$ cat src/rtl/timer_apb_regif_if.sv
// 8-bit APB-style bus bundle between the CPU bus model (master) and the timer
// register file (slave).
interface timer_apb_regif_if;
    logic       psel;
    logic       penable;
    logic       pwrite;
    logic [7:0] paddr;
    logic [7:0] pwdata;
    logic [7:0] prdata;
    logic       pready;
    logic       pslverr;

    modport master (output psel, penable, pwrite, paddr, pwdata,
                    input  prdata, pready, pslverr);
    modport slave  (input  psel, penable, pwrite, paddr, pwdata,
                    output prdata, pready, pslverr);
endinterface

$ cat src/rtl/timer_apb_regif.sv
// Timer register file (TDR 0x00, TCR 0x01, TSR 0x02) behind an APB-style responder
// with WAIT_STATES extra access cycles. Macro TIMER_APB_PSLVERR_EN flags paddr>0x02 with pslverr.
//
// state  | meaning
// IDLE   | no transfer; waiting for psel with penable low
// SETUP  | setup phase seen; expecting psel and penable high
// ACCESS | wait counter running; pready in the cycle it reaches 0
module timer_apb_regif #(
    parameter int         WAIT_STATES = 1,
    parameter logic [7:0] TDR_RST     = 8'h00
) (
    input  logic             sys_clk,
    input  logic             sys_rst,
    timer_apb_regif_if.slave bus,
    output logic [7:0]       tdr_o,
    output logic             load_o,
    output logic             updown_o,
    output logic             en_o,
    output logic [1:0]       cks_o,
    input  logic             ovf_set,
    input  logic             udf_set,
    output logic             ovf_o,
    output logic             udf_o
);
    localparam logic [7:0] TCR_MASK = 8'hB3;
    localparam logic [2:0] WS       = 3'(WAIT_STATES);

    typedef enum logic [1:0] {IDLE, SETUP, ACCESS} state_t;

    state_t     state;
    logic [2:0] wait_cnt;
    logic       ready;
    logic [7:0] tdr;
    logic [7:0] tcr;
    logic       ovf;
    logic       udf;

    logic       addr_ok;
    logic       wr_commit;
    logic       tsr_clr_ovf;
    logic       tsr_clr_udf;
    logic [7:0] rdata;

    assign addr_ok     = (bus.paddr <= 8'h02);
    assign wr_commit   = ready && bus.pwrite && addr_ok;
    assign tsr_clr_ovf = wr_commit && (bus.paddr == 8'h02) && bus.pwdata[0];
    assign tsr_clr_udf = wr_commit && (bus.paddr == 8'h02) && bus.pwdata[1];

    // pready is registered, so it is decided one edge ahead of the cycle the counter hits 0.
    always_ff @(posedge sys_clk) begin
        if (sys_rst) begin
            state    <= IDLE;
            wait_cnt <= 3'd0;
            ready    <= 1'b0;
        end else begin
            case (state)
                IDLE: begin
                    ready <= 1'b0;
                    if (bus.psel && !bus.penable)
                        state <= SETUP;
                end
                SETUP: begin
                    if (bus.psel && bus.penable) begin
                        state    <= ACCESS;
                        wait_cnt <= WS;
                        ready    <= (WS == 3'd0);
                    end else begin
                        state <= IDLE;
                        ready <= 1'b0;
                    end
                end
                ACCESS: begin
                    if (wait_cnt == 3'd0) begin
                        ready <= 1'b0;
                        state <= (bus.psel && !bus.penable) ? SETUP : IDLE;
                    end else if (!bus.psel) begin
                        state    <= IDLE;
                        wait_cnt <= 3'd0;
                        ready    <= 1'b0;
                    end else begin
                        wait_cnt <= wait_cnt - 3'd1;
                        ready    <= (wait_cnt == 3'd1);
                    end
                end
                default: begin
                    state <= IDLE;
                    ready <= 1'b0;
                end
            endcase
        end
    end

    // Event set wins over a same-cycle W1C clear.
    always_ff @(posedge sys_clk) begin
        if (sys_rst) begin
            tdr <= TDR_RST;
            tcr <= 8'h00;
            ovf <= 1'b0;
            udf <= 1'b0;
        end else begin
            if (wr_commit && (bus.paddr == 8'h00))
                tdr <= bus.pwdata;
            if (wr_commit && (bus.paddr == 8'h01))
                tcr <= bus.pwdata & TCR_MASK;
            ovf <= ovf_set || (ovf && !tsr_clr_ovf);
            udf <= udf_set || (udf && !tsr_clr_udf);
        end
    end

    // TSR read includes an event arriving in the pready cycle itself.
    always_comb begin
        rdata = 8'h00;
        case (bus.paddr)
            8'h00:   rdata = tdr;
            8'h01:   rdata = tcr;
            8'h02:   rdata = {6'b000000, udf || udf_set, ovf || ovf_set};
            default: rdata = 8'h00;
        endcase
    end

    assign bus.prdata = ready ? rdata : 8'h00;
    assign bus.pready = ready;
`ifdef TIMER_APB_PSLVERR_EN
    assign bus.pslverr = ready && !addr_ok;
`else
    assign bus.pslverr = 1'b0;
`endif

    assign tdr_o    = tdr;
    assign load_o   = tcr[7];
    assign updown_o = tcr[5];
    assign en_o     = tcr[4];
    assign cks_o    = tcr[1:0];
    assign ovf_o    = ovf;
    assign udf_o    = udf;
endmodule

$ cat src/flat_wrapper.sv
// flat-port wrapper written by rule: the top's interface ports become plain ports
module timer_apb_regif_flat 
#(
    parameter int         WAIT_STATES = 1,
    parameter logic [7:0] TDR_RST     = 8'h00
)
  (sys_clk, sys_rst, tdr_o, load_o, updown_o, en_o, cks_o, ovf_set, udf_set, ovf_o, udf_o, bus_psel, bus_penable, bus_pwrite, bus_paddr, bus_pwdata, bus_prdata, bus_pready, bus_pslverr);
  timer_apb_regif_if bus_i ();
  input  logic sys_clk;
  input  logic sys_rst;
  output logic [7:0] tdr_o;
  output logic load_o;
  output logic updown_o;
  output logic en_o;
  output logic [1:0] cks_o;
  input  logic ovf_set;
  input  logic udf_set;
  output logic ovf_o;
  output logic udf_o;
  input wire logic [$bits(bus_i.psel)-1:0] bus_psel;
  input wire logic [$bits(bus_i.penable)-1:0] bus_penable;
  input wire logic [$bits(bus_i.pwrite)-1:0] bus_pwrite;
  input wire logic [$bits(bus_i.paddr)-1:0] bus_paddr;
  input wire logic [$bits(bus_i.pwdata)-1:0] bus_pwdata;
  output wire logic [$bits(bus_i.prdata)-1:0] bus_prdata;
  output wire logic [$bits(bus_i.pready)-1:0] bus_pready;
  output wire logic [$bits(bus_i.pslverr)-1:0] bus_pslverr;
  assign bus_i.psel = bus_psel;
  assign bus_i.penable = bus_penable;
  assign bus_i.pwrite = bus_pwrite;
  assign bus_i.paddr = bus_paddr;
  assign bus_i.pwdata = bus_pwdata;
  assign bus_prdata = bus_i.prdata;
  assign bus_pready = bus_i.pready;
  assign bus_pslverr = bus_i.pslverr;
  timer_apb_regif #(.WAIT_STATES(WAIT_STATES), .TDR_RST(TDR_RST)) u_core (.sys_clk(sys_clk), .sys_rst(sys_rst), .bus(bus_i), .tdr_o(tdr_o), .load_o(load_o), .updown_o(updown_o), .en_o(en_o), .cks_o(cks_o), .ovf_set(ovf_set), .udf_set(udf_set), .ovf_o(ovf_o), .udf_o(udf_o));
endmodule
$ cat config.mk
export PLATFORM = sky130hd
export DESIGN_NAME = timer_apb_regif_flat
export DESIGN_NICKNAME = d
export VERILOG_FILES = /design/src/rtl/timer_apb_regif_if.sv /design/src/rtl/timer_apb_regif.sv /design/src/flat_wrapper.sv
export SDC_FILE = /design/constraint.sdc
export NUM_CORES = 1
export LEC_CHECK = 0
export CAP_MARGIN = 20
export CORE_ASPECT_RATIO = 0.7
export CORE_MARGIN = 2
export CORE_UTILIZATION = 44
export CTS_BUF_LIST = sky130_fd_sc_hd__clkbuf_8
export CTS_CLUSTER_DIAMETER = 30
export DETAILED_ROUTE_END_ITERATION = 8
export GPL_TIMING_DRIVEN = 1
export PLACE_DENSITY = 0.8
export SYNTH_ARGS = -nofsm -noshare
export SYNTH_HDL_FRONTEND = slang
export SYNTH_SLANG_ARGS = --single-unit
$ cat constraint.sdc
create_clock -name sys_clk -period 3.1 [get_ports sys_clk]
set_input_delay 0.93 -clock sys_clk [delete_from_list [all_inputs] [get_ports sys_clk]]
set_output_delay 0.93 -clock sys_clk [all_outputs]
set_load 0.03 [all_outputs]
Yosys cells after proc, flatten, opt, wreduce, memory -nomap -nowiden:

Cells that the tools add are included.

* register bits after elaboration: 21
* memories: 0
* bits in writable memories: 0
* latch bits: 0
* bits in read-only memories: 0

* magnitude comparators: 1
* bitwise operators: 2
* add/sub/neg operators: 1
* multipliers: 0
* divide/modulo/power cells: 0
* shift operators: 0
* reduce and logical (&&, ||, !) cells: 25
* eq/ne operators: 9
* muxes and demuxes: 12

Operators by type and width (count)
* $pmux W8 S3: 1
* $logic_and A1 B1 Y1: 11
* $mux W3: 3
* $eq A8 B1 Y1 const B: 1
* $eq A8 B2 Y1 const B: 1
* $le A8 B2 Y1 const B: 1
* $logic_not A8 Y1: 1
* $mux W2: 4
* $mux W8: 1
* $pmux W2 S3: 1
* $pmux W3 S2: 1
* $logic_or A1 B1 Y1: 4
* $ne A2 B1 Y1 const B: 2
* $reduce_or A4 Y1: 1
* $eq A3 B1 Y1 const B: 1
* $logic_not A1 Y1: 3
* $logic_not A3 Y1: 1
* $ne A3 B2 Y1 const B: 1
* $reduce_and A3 Y1: 1
* $sub A3 B1 Y3 const B: 1
* $eq A2 B1 Y1 const B: 1
* $eq A2 B2 Y1 const B: 1
* $logic_not A2 Y1: 1
* $ne A2 B2 Y1 const B: 1
* other kinds (4): 5

Longest topological paths before layout:

Gate-level depths: netlist (run 1).

* depth after elaboration: 7
* depth in mapped cells: 6
* mapped depth without buffers: 6

Least setup slack after synthesis (run 1):

OpenSTA, ideal clock, no wires.

* path kind: in2out
* start: in bus_paddr[4]
* end: out bus_prdata[2]
* cell stages on the path: 4
* arrival time: 2605 ps
* path slack: -435 ps
* cell sequence: or4b_4 -> or2_1 -> clkbuf_1 -> nor3b_1

* longest elaborated chain between the ends: 3

Ends and longest elaborated chain
* from (decl): RTL line flat_wrapper.sv:23 `input wire logic [$bits(bus_i.paddr)-1:0] bus_paddr;`
* $eq A8 B2 Y1 (tied with other cells): RTL line timer_apb_regif.sv:113 `case (bus.paddr)`
* $pmux W8 S3 *: RTL line timer_apb_regif.sv:113
* $mux W8 *: RTL line timer_apb_regif.sv:121 `assign bus.prdata = ready ? rdata : 8'h00;`
* to (decl): RTL line flat_wrapper.sv:25 `output wire logic [$bits(bus_i.prdata)-1:0] bus_prdata;`

Mark *: on every way between the ends. The rest lies on a longest branch, timed or not.

Final worst setup path (run 1):

* start: in bus_paddr[6]
* end: out bus_prdata[6]

Same word-level chain as after synthesis.

==> results.json, run 1 <==
{
  "status": "complete, but fails checks",
  "cp_slowest_stage_delay_ns": 0.54,
  "fmax_mhz": 315,
  "chipWidth_um": 65.0,
  "fin_ws_ns": -0.0721,
  "grt_usage_pct": 20.1,
  "power_frac_comb_pct": 20.8,
  "fin_util_pct": 71.8,
  "seq_area_um2": 420,
  "start_util_pct": 46.6,
  "synth_top_area_share_pct": 36.7,
  "swShare_pct": 26.5,
  "nets": 206,
  "core_area_um2": 2460,
  "cts-htree-levels": 1,
  "cp_slowest_cell": "or4b_4",
  "cpLargestDelayFamily": "simple AND/OR/NAND/NOR gates",
  "holdPathStages": 2,
  "die_h_um": 46.7,
  "path_max_fanout": 6,
  "p_leak_uw": 0.000763,
  "ys_seq_elements": 21,
  "hold_violations": 0,
  "syn-instance-count": 125,
  "cts_sinks": 21,
  "area_growth_pct": 54.2,
  "drive_gt1_share_pct": 22.3,
  "synthTopCellsByArea": "dfxtp_1 (37%), mux2i_1 (16%), ha_1 (7.7%)",
  "min_path_type": "reg -> reg",
  "layout_commonest_cell": "clkdlybuf4s50_1",
  "numCtsBuffers": 3,
  "viasPerCell": 5.02,
  "seqPwrFrac_pct": 49.1,
  "maxCapViolCount": 0,
  "crit_cells": 5,
  "slew_headroom_pct": 50.4,
  "clkTransAtPathRegs_ns": 0.07,
  "power_uw": 583,
  "failed_checks": "setup timing",
  "first_pass_iters": 4,
  "multi_input_area_um2": 726,
  "crit_top_cell": "buf_6",
  "syn-cell-area_um2": 1140,
  "ctsHoldBuffers": 0,
  "period_needed_ns": 3.17,
  "ys_async_sr_fraction_pct": 0,
  "syn_nets": 155,
  "cts_buffer_depth": 2,
  "setup_viol": 5,
  "cp.required_ns": 2.17,
  "setup_tns_ns": -0.238,
  "grt_max_degree": 23,
  "tightest_slew_ns": 0.742,
  "arrival_ns": 2.24,
  "synth_mux_area_share_pct": 15.7,
  "crit_chain": "buf_6 -> or4b_4 -> or2_4 -> nor3b_4 -> buf_6",
  "synthXorXnorAreaFrac_pct": 0,
  "drcViolationCount": 0,
  "internal-power_uw": 428,
  "ir_worst_vdd_uv": 277,
  "die_area_um2": 3030,
  "totalWireLength_mm": 2.80,
  "antenna_found_initial": 0,
  "powerDensity_nw_per_um2": 330,
  "fin_worst_skew_ns": 0.00250,
  "insertion_delay_ns": 0.26,
  "port_buffers": 46,
  "root_buffer": "clkbuf_8",
  "synth_top_family_by_area": "simple AND/OR/NAND/NOR gates",
  "grt_pass1_wl_mm": 4.51,
  "setup.worst_path.start_class": "input port",
  "critPathKind": "in -> out",
  "synth_edf_count": 0,
  "n_fill_cell": 177,
  "ys_seq_area_share_pct": 36.7,
  "cts_tree": "done",
  "wl_per_cell_um": 13.4,
  "synthAdderAreaFrac_pct": 7.65,
  "ys_warn_count": 0,
  "synth_cell_types": 36,
  "dp_slack_ns": -0.528,
  "rr_worst_depth": 6,
  "critPathBufInv": 2,
  "num_rows": 15,
  "cp-end-kind": "output pin",
  "p_switching_uw": 155,
  "slew_violations": 0,
  "rsz0062_at_grt": "yes",
  "grt_overflow": 0,
  "synth_largest_area_cell": "dfxtp_1",
  "ios": 48,
  "dp_hpwl_mm": 2.14,
  "pwr-share-clk_pct": 30.1,
  "synth_ff_type": "dfxtp_1",
  "ant_nets": 0,
  "first_global_vias": 1022,
  "synth_compound_area_share_pct": 9.62,
  "synthSimpleGateAreaFrac_pct": 24.7,
  "drt_iter0_markers": 31,
  "diodes": 0,
  "gp_congestion": 0.807,
  "layout_common_cells": "clkdlybuf4s50_1 (30), dfxtp_1 (21), mux2i_1 (18), nor2_1 (18), buf_6 (9)",
  "syn_area_per_cell_um2": 9.16,
  "whs_ns": 0.501,
  "vias": 1050,
  "post_cts.repair.setup_buffers": 0,
  "fin_crit_sh_pct": 102
}
registers in the layout (all words and copies together) (netlist names):
signal / count
u_core.ovf_o: 1
u_core.state: 2
u_core.wait_cnt: 3
u_core.bus.pready: 1
u_core.udf_o: 1
u_core.tcr: 5
u_core.tdr_o: 8
per-layer routing:
layer  part of all wire, %  track usage, %
met5                     0               0
met4                   1.2            7.66
met3                   5.6            5.13
met2                    47            37.7
met1                    46            22.5
kinds of logic after synthesis:
logic type,after synthesis
AOI/OAI and AO/OA,16
muxes,18
and+or+nand+nor,49
buffers and inverters,13
DFF,21
adders and majority gates,7
other,1
cells in the mapped netlist (2+ instances only):
master / instances
mux2i_1: 18
inv_1: 7
nor3b_1: 3
clkbuf_1: 4
a21oi_1: 5
nor2_1: 21
nand2_1: 5
a311oi_1: 2
or4_1: 2
o22ai_1: 2
ha_1: 7
o21ai_0: 2
dfxtp_1: 21
and2_1: 3
nor2b_1: 2
path summary, 6_finish.rpt:
path	start	endpoint	slack [ns]
setup reg to reg	u_core.bus.pready	u_core.tdr_o[6]	1.15
hold / removal	u_core.wait_cnt[2]	u_core.wait_cnt[2]	0.50
setup / recovery	bus_paddr[6]	bus_prdata[6]	-0.07
hold reg to reg	u_core.wait_cnt[2]	u_core.wait_cnt[2]	0.50
power groups by stage:
| stage | clock, µW | sequential, µW | combinational, µW |
|---|---|---|---|
| after global routing | 190 | 287 | 134 |
| after detailed placement | 0 | 292 | 122 |
| final | 176 | 286 | 122 |
| after floorplan | 0 | 294 | 66.0 |
| after CTS | 180 | 286 | 121 |
| after global placement | 0 | 291 | 117 |
what timing repair did:
item	in CTS	in global routing
gates resized for setup	35	2
pin swaps	7	0
endpoints found under the setup margin	8	8
cloned	0	0
cell type report:
type                            count  area share [%]
Multi-Input combinational cell     91            41.1
Sequential cell                    21            23.8
Inverter                            7            1.49
Clock buffer                        3            2.34
Tap cell                           34            2.41
Clock inverter                      1           0.213
Timing Repair Buffer               52            28.6
through the flow:
step	instance area [µm²]	instances
2_1_floorplan	1200	125
3_3_place_gp	1690	205
3_5_place_dp	1690	205
4_1_cts	1760	209
5_1_grt	1770	209
6_report	1770	209
worst reg2reg max path: stages (launching register included):
cell and delay, ns:
dfxtp_1 0.34, or4b_4 0.48, buf_4 0.18, or3b_1 0.36, buf_4 0.19, mux2i_1 0.19
nor2_1 0.07
Note: power is estimated with default switching activity, not from simulation.
==> inputs of run 2 (changes only) <==
==> constraint.sdc (replaced) <==
create_clock -name sys_clk -period 3.1 [get_ports sys_clk]
set_input_delay 0.93 -clock sys_clk [delete_from_list [all_inputs] [get_ports sys_clk]]
set_output_delay 0.93 -clock sys_clk [all_outputs]
set_load 0.02 [all_outputs]
==> run 2 against run 1 <==
  * The flow still finishes with violations (setup timing)
  * Register-to-register slack gained 0.05 ns
  * Critical path depth unchanged
  * Power increased by 0.60%
  * Clock-buffer cell count is the same
  * Wire length down 0.68%
  * Non-clock buffer count stayed put
  * First-iteration DRC count is 3.2% lower
  * Sequential power about the same
  * Combinational power about the same
  * Global-route usage fell by 1.8 points
  * Die area stayed put
  * Via count is 1.0% higher
  * Critical path type unchanged
  * Critical endpoint unchanged
  * Highest routed layer unchanged
==> results.json, run 2 (same netlist as run 1, synthesis figures left out) <==
{
  "rsz0062_at_grt": "yes",
  "cts_buffer_depth": 2,
  "root_buffer": "clkbuf_8",
  "hold-path-endpoint": "u_core.wait_cnt[1]",
  "num_rows": 15,
  "critPathKind": "in -> out",
  "failed_checks": "setup timing",
  "hold_violations": 0,
  "slew_headroom_pct": 48.8,
  "grt_pass1_wl_mm": 4.15,
  "gp_congestion": 0.766,
  "fmax_mhz": 317,
  "grt_usage_pct": 18.3,
  "cts-htree-levels": 1,
  "cts_sinks": 21,
  "grt_max_degree": 23,
  "ant_nets": 0,
  "fin_crit_sh_pct": 102,
  "rrSetupSlack_ns": 1.20,
  "period_needed_ns": 3.15,
  "ios": 48,
  "rr_worst_depth": 6,
  "start_util_pct": 46.6,
  "first_pass_iters": 7,
  "cts_tree": "done",
  "r2r-start": "u_core.bus.pready",
  "largest_register_ff_count": 8,
  "hold_start": "u_core.wait_cnt[1]",
  "viasPerCell": 5.08,
  "ctsHoldBuffers": 0,
  "powerDensity_nw_per_um2": 337,
  "nets": 206,
  "area_growth_pct": 51.9,
  "insertion_delay_ns": 0.26,
  "maxCapViolCount": 0,
  "wl_per_cell_um": 13.3,
  "setup.worst_path.start_class": "input port",
  "dp_hpwl_mm": 2.12,
  "drive_gt1_share_pct": 22.3,
  "path_max_fanout": 6,
  "n_fill_cell": 196,
  "fin_area_um2": 1740,
  "placed_cell_area_um2": 1690,
  "fin_util_pct": 70.7,
  "numCtsBuffers": 3,
  "chipWidth_um": 65.0,
  "antenna_found_initial": 0,
  "totalWireLength_mm": 2.78,
  "slew_violations": 0,
  "whs_ns": 0.486,
  "r2r-end": "u_core.tdr_o[4]",
  "p_leak_uw": 0.000753,
  "drt_iter0_markers": 30,
  "die_h_um": 46.7,
  "status": "complete, but fails checks",
  "layout_common_cells": "clkdlybuf4s50_1 (30), dfxtp_1 (21), mux2i_1 (18), nor2_1 (18), buf_4 (12)",
  "die_area_um2": 3030,
  "cp.required_ns": 2.17,
  "first_global_vias": 967,
  "holdPathStages": 2,
  "arrival_ns": 2.22,
  "core_area_um2": 2460,
  "setup_viol": 5,
  "fin_ws_ns": -0.0523,
  "diodes": 0,
  "layout_commonest_cell": "clkdlybuf4s50_1",
  "vias": 1061,
  "fin_worst_skew_ns": 0.00192,
  "cp-end-kind": "output pin",
  "critical_path.startpoint": "bus_paddr[3]",
  "tightest_slew_ns": 0.766,
  "grt_overflow": 0,
  "drcViolationCount": 0,
  "ir_worst_vdd_uv": 276,
  "port_buffers": 46,
  "clkTransAtPathRegs_ns": 0.08,
  "min_path_type": "reg -> reg"
}
run 2: cell count changes in the layout (fill, tap and decap cells not counted), sizes merged:
cell and change:
clkinv +1, inv -1
run 2: metrics by stage:
stage | setup slack [ns] | TNS (ns) | total power [µW] | cells
finish | -0.0523 | -0.119 | 586 | 209
global route | -0.0750 | -0.298 | 614 | 209
CTS | -0.0610 | -0.147 | 593 | 209
detailed placement | -0.978 | -7.47 | 410 | 204
global placement | -0.959 | -7.31 | 403 | 204
floorplan | -0.00362 | -0.00362 | 358 | 125
run 2: timing repair:
item / in CTS / in global routing
pin swaps: 6 / 1
resized for setup: 69 / 4
setup buffers: 1 / 0
setup endpoints to repair: 8 / 8
cloned: 0 / 0
run 2: cell type report:
class	count	area (µm²)	share of cell area [%]
inverter	7	26.3	1.51
clock buffer	3	41.3	2.37
multi-input combinational	91	723	41.6
sequential	21	420	24.2
clock inverter	1	5.00	0.288
tap	34	42.5	2.45
timing repair buffer	52	480	27.6
run 2: how the worst max path moves through the flow:
stage / endpoint / slack, ns / cells past startpoint
CTS: bus_prdata[6] / -0.06 / 5
global placement: bus_prdata[2] / -0.96 / 5
floorplan: bus_prdata[2] / -0.004 / 4
finish: bus_prdata[6] / -0.05 / 5
global route: bus_prdata[6] / -0.07 / 5
detailed placement: bus_prdata[6] / -0.98 / 5
run 2: layer usage:
metal  share of wire (%)  track usage (%)  vias to the layer above
met2                  47             32.6                       34
li1                    -                -                      531
met1                  45             22.1                      492
met3                 6.7             4.65                        4
met4                 1.2             6.38                        0
met5                   0                0                        -
run 2: worst max-delay path, cell delays in order:
cell     delay, ns
buf_4         0.12
or4_4         0.51
or2_4         0.31
nor3b_4       0.21
buf_6         0.14
run 2: power breakdown:
part	switching [µW]	leakage [µW]	internal, µW
Clock	92.5	0.0000255	89.7
Combinational	57.8	0.000557	60.9
Sequential	7.64	0.000170	278
==> inputs of run 3 (changes only) <==
--- a/config.mk
+++ b/config.mk
@@ -14,6 +14,7 @@
 export DETAILED_ROUTE_END_ITERATION = 8
 export GPL_TIMING_DRIVEN = 1
 export PLACE_DENSITY = 0.8
+export SKIP_CTS_REPAIR_TIMING = 1
 export SYNTH_ARGS = -nofsm -noshare
 export SYNTH_HDL_FRONTEND = slang
 export SYNTH_SLANG_ARGS = --single-unit
==> run 3 against run 2 <==
  * The flow still finishes with violations (setup timing)
  * Power is 0.10% lower
  * Critical path depth unchanged
  * Sequential cell count is the same
  * Sequential power about the same
  * Sequential share of layout area decreased by 0.21 points
  * Wire length fell by 0.86%
  * Register-to-register slack about the same
  * Non-clock buffer count stayed put
  * Cell count stayed put
  * Critical path type unchanged
  * Critical endpoint is now bus_prdata[3]
==> results.json, run 3 (same netlist as run 1, synthesis figures left out) <==
{
  "p_leak_uw": 0.000780,
  "seqPwrFrac_pct": 48.7,
  "rsz0062_at_grt": "yes",
  "internal-power_uw": 429,
  "largest_register_ff_count": 8,
  "arrival_ns": 2.22,
  "layout_common_cells": "clkdlybuf4s50_1 (30), dfxtp_1 (21), mux2i_1 (18), nor2_1 (18), buf_4 (10)",
  "cp.required_ns": 2.17,
  "clkTransAtPathRegs_ns": 0.08,
  "ir_worst_vdd_uv": 275,
  "swShare_pct": 26.8,
  "critPathKind": "in -> out",
  "fin_worst_skew_ns": 0.00187,
  "dp_cells": 204,
  "nets": 206,
  "viasPerCell": 5.08,
  "root_buffer": "clkbuf_8",
  "diodes": 0,
  "die_area_um2": 3030,
  "period_needed_ns": 3.15,
  "finalNonFillerCells": 209,
  "fin_crit_sh_pct": 102,
  "slew_headroom_pct": 49.0,
  "grt_usage_pct": 18.2,
  "slew_violations": 0,
  "vias": 1062,
  "cts_sinks": 21,
  "layout_commonest_cell": "clkdlybuf4s50_1",
  "gp_congestion": 0.766,
  "min_path_type": "reg -> reg",
  "fmax_mhz": 318,
  "drive_gt1_share_pct": 21.7,
  "p_switching_uw": 157,
  "setup_viol": 4,
  "drcViolationCount": 0,
  "tightest_slew_ns": 0.763,
  "power_frac_comb_pct": 20.2,
  "grt_pass1_wl_mm": 4.13,
  "chipWidth_um": 65.0,
  "whs_ns": 0.486,
  "setup.worst_path.start_class": "input port",
  "grt_overflow": 0,
  "totalWireLength_mm": 2.75,
  "drt_iter0_markers": 32,
  "cts_tree": "done",
  "ios": 48,
  "cp-end-kind": "output pin",
  "cts_buffer_depth": 2,
  "status": "complete, but fails checks",
  "insertion_delay_ns": 0.26,
  "failed_checks": "setup timing",
  "path_max_fanout": 6,
  "dp_hpwl_mm": 2.12,
  "fin_ws_ns": -0.0483,
  "placed_cell_area_um2": 1690,
  "core_area_um2": 2460,
  "n_fill_cell": 191,
  "start_util_pct": 46.6,
  "maxCapViolCount": 0,
  "num_rows": 15,
  "power_uw": 586,
  "first_global_vias": 959,
  "fin_area_um2": 1750,
  "powerDensity_nw_per_um2": 334,
  "cts-htree-levels": 1,
  "pwr-share-clk_pct": 31.0,
  "ant_nets": 0,
  "area_growth_pct": 53.2,
  "antenna_found_initial": 0,
  "hold_violations": 0,
  "wl_per_cell_um": 13.2,
  "die_h_um": 46.7,
  "grt_max_degree": 23,
  "numCtsBuffers": 3,
  "first_pass_iters": 4,
  "setup_tns_ns": -0.109,
  "port_buffers": 46
}
==> run 3: worst paths after layout <==
kind,from,to,slack [ns],cells after the start
min reg2reg,u_core.wait_cnt[1],u_core.wait_cnt[1],0.49,2
max,bus_paddr[6],bus_prdata[3],-0.05,5
min,u_core.wait_cnt[1],u_core.wait_cnt[1],0.49,2
max reg2reg,u_core.bus.pready,u_core.tdr_o[4],1.20,6
==> run 3: area by class of cell <==
type / count / area, µm² / area share (%)
clock inverter: 1 / 5.00 / 0.285
timing repair buffer: 52 / 495 / 28.2
sequential: 21 / 420 / 24.0
multi-input combinational: 91 / 723 / 41.2
clock buffer: 3 / 41.3 / 2.35
tap: 34 / 42.5 / 2.43
inverter: 7 / 26.3 / 1.50
==> run 3: metrics by stage <==
stage / setup WS (ns) / util [%]
finish: -0.0483 / 71.3
global placement: -0.959 / 68.9
detailed placement: -0.978 / 68.9
CTS: -0.993 / 70.7
floorplan: -0.00362 / -
global route: -0.0940 / 71.3
==> run 3: power groups by stage <==
| stage | Clock [µW] | Combinational [µW] | Sequential, µW |
|---|---|---|---|
| after global routing | 197 | 130 | 287 |
| after CTS | 190 | 119 | 286 |
| after global placement | 0 | 112 | 291 |
| after detailed placement | 0 | 118 | 292 |
| after floorplan | 0 | 65.5 | 293 |
| final | 182 | 119 | 286 |
==> run 3: critical path, stage by stage <==
cell,delay (ns)
buf_6,0.09
or4b_4,0.53
or2_4,0.33
nor3b_4,0.21
buf_6,0.14
==> run 3: layer usage <==
layer	up-vias	part of all wire [%]	track usage (%)
met1	492	45	22.4
met3	4	6.7	4.65
met5	-	0	0
li1	531	-	-
met4	0	1.2	6.38
met2	35	47	31.8
